<file path="src/rtl/hdmi_pipe_ctrl.sv">
// Valid/ready flow controller for a chain of clock-enabled pixel delay stages.
// Optional feature: define HDMI_PIPE_BUBBLE_COLLAPSE_EN for per-stage acceptance (bubble compaction).
module hdmi_pipe_ctrl #(
   parameter int STAGES = 4,
   parameter int CW     = 5
) (
   input  logic              clk,
   input  logic              rst,
   input  logic              flush,
   input  logic              in_valid,
   output logic              in_ready,
   output logic              out_valid,
   input  logic              out_ready,
   output logic [STAGES-1:0] stage_ce,
   output logic [CW-1:0]     occupancy
);

   logic [STAGES-1:0] v_q, v_d;
   logic [STAGES-1:0] src_v;
   logic [STAGES-1:0] acc;
   logic [CW-1:0]     occ_q, occ_d;

   function automatic logic [CW-1:0] pop_count(input logic [STAGES-1:0] vec);
      logic [CW-1:0] cnt;
      cnt = '0;
      for (int i = 0; i < STAGES; i++) begin
         cnt = cnt + CW'(vec[i]);
      end
      return cnt;
   endfunction

   always_comb begin
      src_v    = v_q;
      src_v[0] = in_valid;
      for (int i = 1; i < STAGES; i++) begin
         src_v[i] = v_q[i-1];
      end
   end

`ifdef HDMI_PIPE_BUBBLE_COLLAPSE_EN
   // A stage can load when it is empty or its successor can load; stall ripples back from the output.
   always_comb begin
      acc             = '0;
      acc[STAGES-1]   = ~v_q[STAGES-1] | out_ready;
      for (int i = STAGES - 2; i >= 0; i--) begin
         acc[i] = ~v_q[i] | acc[i+1];
      end
   end
`else
   // Global stall: the whole chain moves only when the last stage can drain or is empty.
   always_comb begin
      acc = {STAGES{out_ready | ~v_q[STAGES-1]}};
   end
`endif

   always_comb begin
      v_d      = v_q;
      stage_ce = '0;
      in_ready = 1'b0;
      if (rst || flush) begin
         v_d = '0;
      end else begin
         in_ready = acc[0];
         stage_ce = acc & src_v;
         for (int i = 0; i < STAGES; i++) begin
            if (acc[i]) begin
               v_d[i] = src_v[i];
            end else begin
               v_d[i] = v_q[i];
            end
         end
      end
      occ_d = pop_count(v_d);
   end

   always_ff @(posedge clk) begin
      if (rst) begin
         v_q   <= '0;
         occ_q <= '0;
      end else begin
         v_q   <= v_d;
         occ_q <= occ_d;
      end
   end

   assign out_valid = v_q[STAGES-1];
   assign occupancy = occ_q;

endmodule

</file>
<file path="config.mk">
export PLATFORM = sky130hd
export DESIGN_NAME = hdmi_pipe_ctrl
export DESIGN_NICKNAME = d
export VERILOG_FILES = /design/src/rtl/hdmi_pipe_ctrl.sv
export SDC_FILE = /design/constraint.sdc
export NUM_CORES = 1
export LEC_CHECK = 0
export CAP_MARGIN = 25
export CORE_AREA = 2 2 39 41
export CTS_BUF_LIST = sky130_fd_sc_hd__clkbuf_8
export CTS_CLUSTER_SIZE = 10
export DETAILED_ROUTE_END_ITERATION = 7
export DIE_AREA = 0 0 41 43
export SETUP_SLACK_MARGIN = 0.1
export SLEW_MARGIN = 20
export SYNTH_ARGS = -nofsm -noshare
export SYNTH_HDL_FRONTEND = slang
export SYNTH_SLANG_ARGS = --single-unit
</file>
<file path="constraint.sdc">
create_clock -name clk -period 2.75 [get_ports clk]
set_clock_uncertainty 0.15 [all_clocks]
set_input_delay 0.275 -clock clk [delete_from_list [all_inputs] [get_ports clk]]
set_output_delay 0.275 -clock clk [all_outputs]
set_load 0.01 [all_outputs]
</file>
==> results of run 1 <==
## final timing paths
| check | cells past startpoint | endpoint |
|---|---|---|
| hold / removal | 2 | v_q[3] |
| hold reg to reg | 2 | v_q[3] |
| setup / recovery | 8 | occupancy[1] |
| setup reg to reg | 7 | occupancy[1] |
## final cells by class
class                           count  share of cell area
Timing Repair Buffer               15              0.2636
Sequential cell                     7              0.2545
Multi-Input combinational cell     26              0.3636
Clock buffer                        3             0.07500
Tap cell                           16             0.03636
Clock inverter                      1            0.006818
## routing by layer
layer	share of wire	up-vias
met5	0	-
met3	0.096	2
met1	0.38	135
li1	-	147
met4	0.015	0
met2	0.51	11
## sequential cells by signal, summed over array words and instances, names as in the netlist
register   flops
v_q            4
occupancy      3
## logic make-up after synthesis
logic type,count (synthesis)
fa+ha+maj,3
other cells,1
flops,7
mux,3
buf+inv,5
simple gates,18
## power groups by stage
stage	Combinational, mW	Sequential, mW	Clock, mW
finish	0.0265	0.104	0.142
global route	0.0297	0.104	0.152
CTS	0.0269	0.104	0.147
detailed placement	0.0269	0.106	0
global placement	0.0269	0.106	0
floorplan	0.0145	0.106	0
## cells in the mapped netlist
master,count
and2_1,4
buf_2,2
buf_4,2
buf_6,1
conb_1,1
dfxtp_1,7
fa_1,1
ha_1,2
mux2i_1,3
nor2_1,1
nor2b_1,3
nor2b_4,1
nor3_1,8
nor3_4,1
## per-stage QoR
| stage | instances | util | setup WS (ns) | cell area [µm²] |
|---|---|---|---|---|
| 5_1_grt | 68 | 0.3978 | 0.2076 | 550.5 |
| 2_1_floorplan | 38 | - | 0.5411 | 376.6 |
| 6_report | 68 | 0.3978 | 0.3404 | 550.5 |
| 4_1_cts | 68 | 0.3978 | 0.3129 | 550.5 |
| 3_5_place_dp | 64 | 0.3653 | 0.1151 | 505.5 |
| 3_3_place_gp | 64 | 0.3653 | 0.1478 | 505.5 |
## critical path: cells and delay by family
kind	cells	cell delay, ns
adder cells (fa/ha/maj)	3	0.95
buffers and inverters	1	0.44
multiplexers	1	0.27
AND/OR/NAND/NOR	3	0.44
==> flow_summary_export.csv, run 1 <==
group,metric,value,unit
placed_design,place.gp.congestion,0.7039,
placed_design,port_buffers,13,
min_path,worst_hold_path_type,"reg2reg",
finish,multiInputGateArea,200.2,µm²
critical_path,cp_slowest_cell,"fa_1",
logic_synthesis,muxShareOfSynthArea,0.08054,
clocking,h-tree-depth,1,
logic_synthesis,syn_inst,37,
grt,gr-usage-met1,0.09804,
pwr,switching_share,0.2142,
drt,antenna_left,0,
critical_path,r2r_slack,0.49,ns
finish,drive_gt1_frac,0.1346,
pwr,ir_worst_vdd,0.1594,mV
pwr,pwr-share-seq,0.383,
finish,final_cell_mix,"clkdlybuf4s50_1 (13), nor3_1 (8), dfxtp_1 (7)",
grt,antenna_found_initial,0,
critical_path,path_class,"in2reg",
critical_path,critPathMaxStageDelay,0.47,ns
grt,use_met3,0.06283,
logic_synthesis,yosysTopAreaCellShare,0.3758,
drt,drt-initial-drc-count,4,
logic_synthesis,ys_top_cells_by_area,"dfxtp_1 (38%), nor3_1 (11%), mux2i_1 (8.1%)",
critical_path,required,2.72,ns
sta,fin_crit_sh,0.8762,
critical_path,arrival,2.38,ns
grt,grt_max_degree,8,
clocking,ctsRootBufferMaster,"clkbuf_8",
drt,detail_route.first_pass.iterations,4,
grt,grt_most_used_layer,"met2",
critical_path,rr_startpoint,"v_q[3]",
critical_path,path_common_cell,"ha_1",
drt,vias_per_cell,4.338,
sta,max_freq,0.4150,GHz
drt,vias,295,
clocking,tritoncts,"yes",
grt,grt_overflow,0,
critical_path,start_kind,"input pin",
clocking,cts.sinks,7,
drt,wl_per_cell,9.971,µm
sta,final-hold-violation-count,0,
logic_synthesis,synth_top_area_cell,"dfxtp_1",
finish,final_common_cell,"clkdlybuf4s50_1",
finish,nFillCells,143,
clocking,post_cts_buffers,0,
finish,diodes,0,
finish,register_area,140.1,µm²
logic_synthesis,synth_area,372.9,µm²
logic_synthesis,syn_avg_cell_area,10.08,µm²
pwr,finalPower,0.2727,mW
sta,holdWs,0.4273,ns
logic_synthesis,yosys.area_share.xor_xnor,0,
clocking,hold_buffers,0,
die,ios,16,
clocking,clk_pin_slew,0.04,ns
pwr,p_per_area,495.4,nW/µm²
pwr,pwr-share-clk,0.520,
drt,drc,0,
grt,grt_first_pass_wirelength,1131,µm
clocking,ctsResizeCount,0,
sta,setup_viol,0,
pwr,p_sw,0.05841,mW
logic_synthesis,synth_compound_gate_area_share,0,
logic_synthesis,seq_area_frac_synth,0.3758,
status,status,"complete, no violations",
logic_synthesis,yosysWarnings,0,
die,chipHeight,43,µm
logic_synthesis,yosysUniqueCellTypes,14,
grt,grtUsageTotal,0.1009,
die,die_area,1763,µm²
die,initial_core_util,0.2694,
critical_path,cp_max_fo,5,
logic_synthesis,yosys.area_share.simple,0.3154,
die,row_count,14,
job,max_cap_violations,0,
sta,slew_violations,0,
clocking,cts_buffers,3,
grt,grt_pass1_vias,293,
sta,period_needed,2.410,ns
sta,setup_tns,0,ns
logic_synthesis,synth_top_family_by_area,"simple AND/OR/NAND/NOR gates",
die,die_x,41,µm
critical_path,critical_path.cell_chain,"clkdlybuf4s50_1 -> nor2b_4 -> mux2i_1 -> nor3_1 -> fa_1 -> ha_1 -> ha_1 -> nor2b_1",
critical_path,endpoint_kind,"flop",
die,coreArea,1384,µm²
clocking,cts_buffer_depth,2,
finish,finalNetCount,61,
drt,wirelength,678,µm
logic_synthesis,synth_seq_cells,7,
clocking,insertion_delay,0.23,ns
pwr,p_int,0.2143,mW
pwr,p_leak,0.2152,nW
pwr,p_comb_frac,0.097,
placed_design,dpl.hpwl,503.5,µm
critical_path,crit_start,"out_ready",
finish,syn_to_final_growth,47.65,%
logic_synthesis,synth_adder_area_share,0.1208,
sta,rsz0062_at_grt,"no",
grt,met2_usage,0.1531,
min_path,hold_start,"v_q[2]",
Power figures use the tool's default switching activity.
==> run 2: changes to the inputs <==
Settings changed: SETUP_SLACK_MARGIN 0.1 to 0.4.
==> run 2 against run 1 <==
  * Global-route usage up 1.5 points
  * Critical endpoint unchanged
  * Worst setup slack better by 0.16 ns
  * Largest cell class unchanged
  * Non-clock buffer count up 6
  * Design area up 14%
  * Routed wire length up 18%
  * Register-to-register slack about the same
==> flow_summary_export.csv, run 2 (synthesized netlist as in run 1, its figures left out) <==
group,metric,value,unit
status,status,"complete, no violations",
critical_path,path_class,"reg2reg",
sta,slew_violations,0,
critical_path,cp_slowest_cell,"fa_1",
sta,period_needed,2.254,ns
placed_design,dpl.hpwl,503.5,µm
die,coreArea,1384,µm²
critical_path,crit_buf_inv,0,
finish,largest_register,"v_q",
min_path,worst_hold_path_type,"in2reg",
placed_design,dp_slack,0.1151,ns
finish,finalNetCount,67,
pwr,p_per_area,442.6,nW/µm²
placed_design,port_buffers,13,
grt,antenna_found_initial,0,
clocking,insertion_delay,0.23,ns
die,ios,16,
finish,diodes,0,
finish,final_cell_area,626.9,µm²
grt,grtUsageTotal,0.1160,
finish,largest_register_ffs,4,
sta,final.setup.worst_slack,0.4956,ns
die,row_count,14,
critical_path,critPathMaxStageDelay,0.47,ns
drt,wirelength,800,µm
die,chipHeight,43,µm
min_path,hold_depth,2,
clocking,ctsRootBufferMaster,"clkbuf_8",
sta,setup_tns,0,ns
clocking,cts_buffer_depth,2,
placed_design,place_area,505.5,µm²
critical_path,rr_worst_depth,7,
sta,fin_crit_sh,0.8198,
grt,grt_overflow,0,
drt,vias,318,
clocking,cts_buffers,3,
grt,grt_first_pass_wirelength,1317,µm
sta,holdWs,0.2590,ns
pwr,p_leak,0.2736,nW
grt,grt_pass1_vias,319,
critical_path,start_kind,"flop",
finish,nFillCells,132,
critical_path,path_depth,7,
drt,antenna_left,0,
drt,drt-initial-drc-count,5,
sta,rsz0062_at_grt,"no",
clocking,hold_buffers,0,
clocking,tritoncts,"yes",
drt,vias_per_cell,4.297,
die,die_area,1763,µm²
sta,setup_viol,0,
clocking,clk_pin_slew,0.04,ns
job,max_cap_violations,0,
critical_path,path_common_cell,"ha_1",
finish,syn_to_final_growth,68.12,%
critical_path,required,2.72,ns
finish,drive_gt1_frac,0.3103,
drt,wl_per_cell,10.81,µm
critical_path,arrival,2.22,ns
die,initial_core_util,0.2694,
pwr,ir_worst_vdd,0.1579,mV
finish,final_cell_mix,"clkdlybuf4s50_1 (10), buf_4 (8), nor3_1 (6), dfxtp_1 (6), and2_1 (4)",
clocking,h-tree-depth,1,
clocking,cts.sinks,7,
sta,final-hold-violation-count,0,
finish,final_common_cell,"clkdlybuf4s50_1",
critical_path,path_delay_family,"adder cells",
critical_path,endpoint_kind,"flop",
placed_design,place.gp.congestion,0.7039,
grt,grt_max_degree,8,
sta,max_freq,0.4436,GHz
die,die_x,41,µm
critical_path,cp_max_fo,4,
drt,drc,0,
critical_path,critical_path.cell_chain,"nor2b_4 -> mux2i_2 -> nor3_2 -> fa_1 -> ha_1 -> ha_1 -> nor2b_1",
drt,detail_route.first_pass.iterations,3,
run 2: per-stage QoR:
stage / total power [mW] / util / cells
after global placement: 0.1329 / 0.3653 / 64
after detailed placement: 0.1330 / 0.3653 / 64
after CTS: 0.2810 / 0.4277 / 72
after floorplan: 0.1207 / - / 38
final: 0.2774 / 0.4530 / 74
after global routing: 0.2920 / 0.4530 / 74
run 2: path summary, 6_finish.rpt:
kind | startpoint | end | slack, ns
worst min-delay path | flush | v_q[3] | 0.26
worst max-delay path | v_q[3] | occupancy[1] | 0.50
worst max register to register | v_q[3] | occupancy[1] | 0.50
worst min register to register | v_q[2] | v_q[3] | 0.44
run 2: power breakdown:
part | switching (mW) | internal, mW | total [mW] | leakage [nW]
Combinational | 0.0143 | 0.0171 | 0.0314 | 0.190
Clock | 0.0447 | 0.0965 | 0.141 | 0.0269
Sequential | 0.00127 | 0.104 | 0.105 | 0.0572
Total | 0.0602 | 0.217 | 0.277 | 0.274
run 2: timing repair:
action / CTS / global route
gates resized for setup: 4 / 5
setup buffers: 4 / 2
endpoints found under the setup margin: 1 / 5
run 2: final cells by class:
cell class | count | area [µm²] | area share
timing repair buffer | 21 | 193.9 | 0.3094
multi-input combinational | 26 | 226.5 | 0.3613
sequential | 7 | 141.4 | 0.2255
tap | 16 | 20.02 | 0.03194
clock inverter | 1 | 3.754 | 0.005988
clock buffer | 3 | 41.29 | 0.06587
run 2: layer usage:
metal,part of all wire,vias to the layer above,global-route usage
met5,0,-,0
met4,0.013,0,0.06000
met3,0.069,2,0.06283
met2,0.55,9,0.1750
met1,0.37,149,0.1242
li1,-,158,-
==> run 3: changes to the inputs <==
Clock period 2.75 ns to 1.8 ns, I/O delays scaled along.
==> run 3 against run 2 <==
  * The flow now finishes with violations (setup timing)
  * Non-clock buffer count up 7
  * Design area grew 15%
  * Die area unchanged
  * Register-to-register slack got worse by 0.84 ns
  * Global-route usage is 1.1 points higher
  * Total power grew 57%
  * Count of clock-buffer cells in the layout unchanged
  * Worst setup slack worse by 0.84 ns
  * Largest cell class unchanged
==> flow_summary_export.csv, run 3 (synthesized netlist as in run 1, its figures left out) <==
group,metric,value,unit
status,status,"finished, violations left",
status,violations,"setup timing",
sta,setup_viol,7,
critical_path,cp_max_fo,4,
sta,max_freq,0.4657,GHz
drt,vias,350,
pwr,p_per_area,603.7,nW/µm²
sta,rsz0062_at_grt,"yes",
clocking,h-tree-depth,1,
critical_path,r2r_slack,-0.35,ns
drt,wl_met1,352,µm
die,coreArea,1384,µm²
grt,antenna_found_initial,0,
drt,drt-initial-drc-count,1,
drt,wl_met2,394,µm
sta,setup_tns,-1.420,ns
finish,finalNetCount,74,
critical_path,required,1.77,ns
min_path,worst_hold_path_type,"in2reg",
grt,grt_pass1_vias,328,
placed_design,place.gp.congestion,0.7909,
die,die_x,41,µm
placed_design,placedCellCount,72,
grt,grtUsageTotal,0.1271,
die,chipHeight,43,µm
drt,top_layer_used,"met4",
clocking,hold_buffers,0,
placed_design,port_buffers,13,
job,max_cap_violations,0,
die,die_area,1763,µm²
placed_design,dp_slack,-0.6460,ns
clocking,cts_buffer_depth,2,
grt,grt_overflow,0,
finish,finalNonFillerCells,81,
pwr,ir_worst_vdd,0.2919,mV
drt,route.met3.wl,39,µm
die,initial_core_util,0.2694,
sta,slew_violations,0,
finish,syn_to_final_growth,93.62,%
die,row_count,14,
finish,largest_register_ffs,4,
drt,antenna_left,0,
finish,drive_gt1_frac,0.5692,
clocking,ctsRootBufferMaster,"clkbuf_8",
drt,vias_per_cell,4.321,
drt,wirelength,844,µm
sta,final.setup.worst_slack,-0.3475,ns
clocking,tritoncts,"yes",
sta,final-hold-violation-count,0,
clocking,clk_pin_slew,0.04,ns
drt,wl_per_cell,10.42,µm
finish,final_common_cell,"buf_4",
clocking,insertion_delay,0.23,ns
critical_path,arrival,2.12,ns
critical_path,endpoint_kind,"flop",
clocking,cts_buffers,3,
grt,grt_first_pass_wirelength,1276,µm
finish,nFillCells,128,
drt,drc,0,
clocking,cts.sinks,7,
finish,final_cell_mix,"buf_4 (12), nor3_1 (7), dfxtp_1 (6), buf_6 (6)",
die,ios,16,
grt,grt_max_degree,10,
finish,diodes,0,
critical_path,path_class,"reg2reg",
critical_path,start_kind,"flop",
sta,fin_crit_sh,1.193,
sta,period_needed,2.147,ns
finish,largest_register,"v_q",
pwr,p_leak,0.3643,nW
drt,detail_route.first_pass.iterations,2,
[run 3: worst paths after layout]
path	cells after the start	startpoint	end
setup / recovery	7	v_q[3]	occupancy[1]
hold reg to reg	2	v_q[2]	v_q[3]
hold / removal	3	flush	v_q[3]
setup reg to reg	7	v_q[3]	occupancy[1]
[run 3: stage by stage]
| step | util | hold slack (ns) | area, µm² | total power, mW |
|---|---|---|---|---|
| finish | 0.5217 | 0.3274 | 721.9 | 0.4359 |
| global route | 0.5217 | 0.3464 | 721.9 | 0.4559 |
| floorplan | - | 0.1016 | 389.1 | 0.1859 |
| CTS | 0.4656 | 0.3191 | 644.4 | 0.4363 |
| detailed placement | 0.4177 | 0.4029 | 578.1 | 0.2105 |
| global placement | 0.4177 | 0.3876 | 578.1 | 0.2106 |
[run 3: layout make-up]
| class | instances | area, µm² | area share |
|---|---|---|---|
| well taps | 16 | 20.02 | 0.02773 |
| flip-flops and latches | 7 | 141.4 | 0.1958 |
| clock buffers | 3 | 41.29 | 0.05719 |
| clock inverters | 1 | 3.754 | 0.005199 |
| multi-input cells | 26 | 264.0 | 0.3657 |
| repair buffers | 28 | 251.5 | 0.3484 |
[run 3: worst max-delay path: stages (launching register included)]
cell and delay, ns:
dfxtp_2 0.31, nor2b_4 0.20, mux2i_2 0.28, nor3_2 0.08, fa_1 0.56, ha_4 0.15, ha_4 0.18, nor2b_4 0.11
[run 3: what timing repair did]
action | in CTS | in global routing
pin swaps | 3 | 2
setup buffers | 4 | 1
resized for setup | 28 | 14
setup endpoints to repair | 10 | 12
[run 3: routing by layer]
| metal | vias up | global-route usage |
|---|---|---|
| li1 | 174 | - |
| met1 | 161 | 0.1209 |
| met5 | - | 0 |
| met2 | 11 | 0.1563 |
| met3 | 4 | 0.06283 |
| met4 | 0 | 0.1800 |
[run 3: where the power goes]
group | internal, mW | total [mW] | switching [mW]
Sequential | 0.158 | 0.160 | 0.00133
Clock | 0.148 | 0.220 | 0.0726
Combinational | 0.0308 | 0.0559 | 0.0251
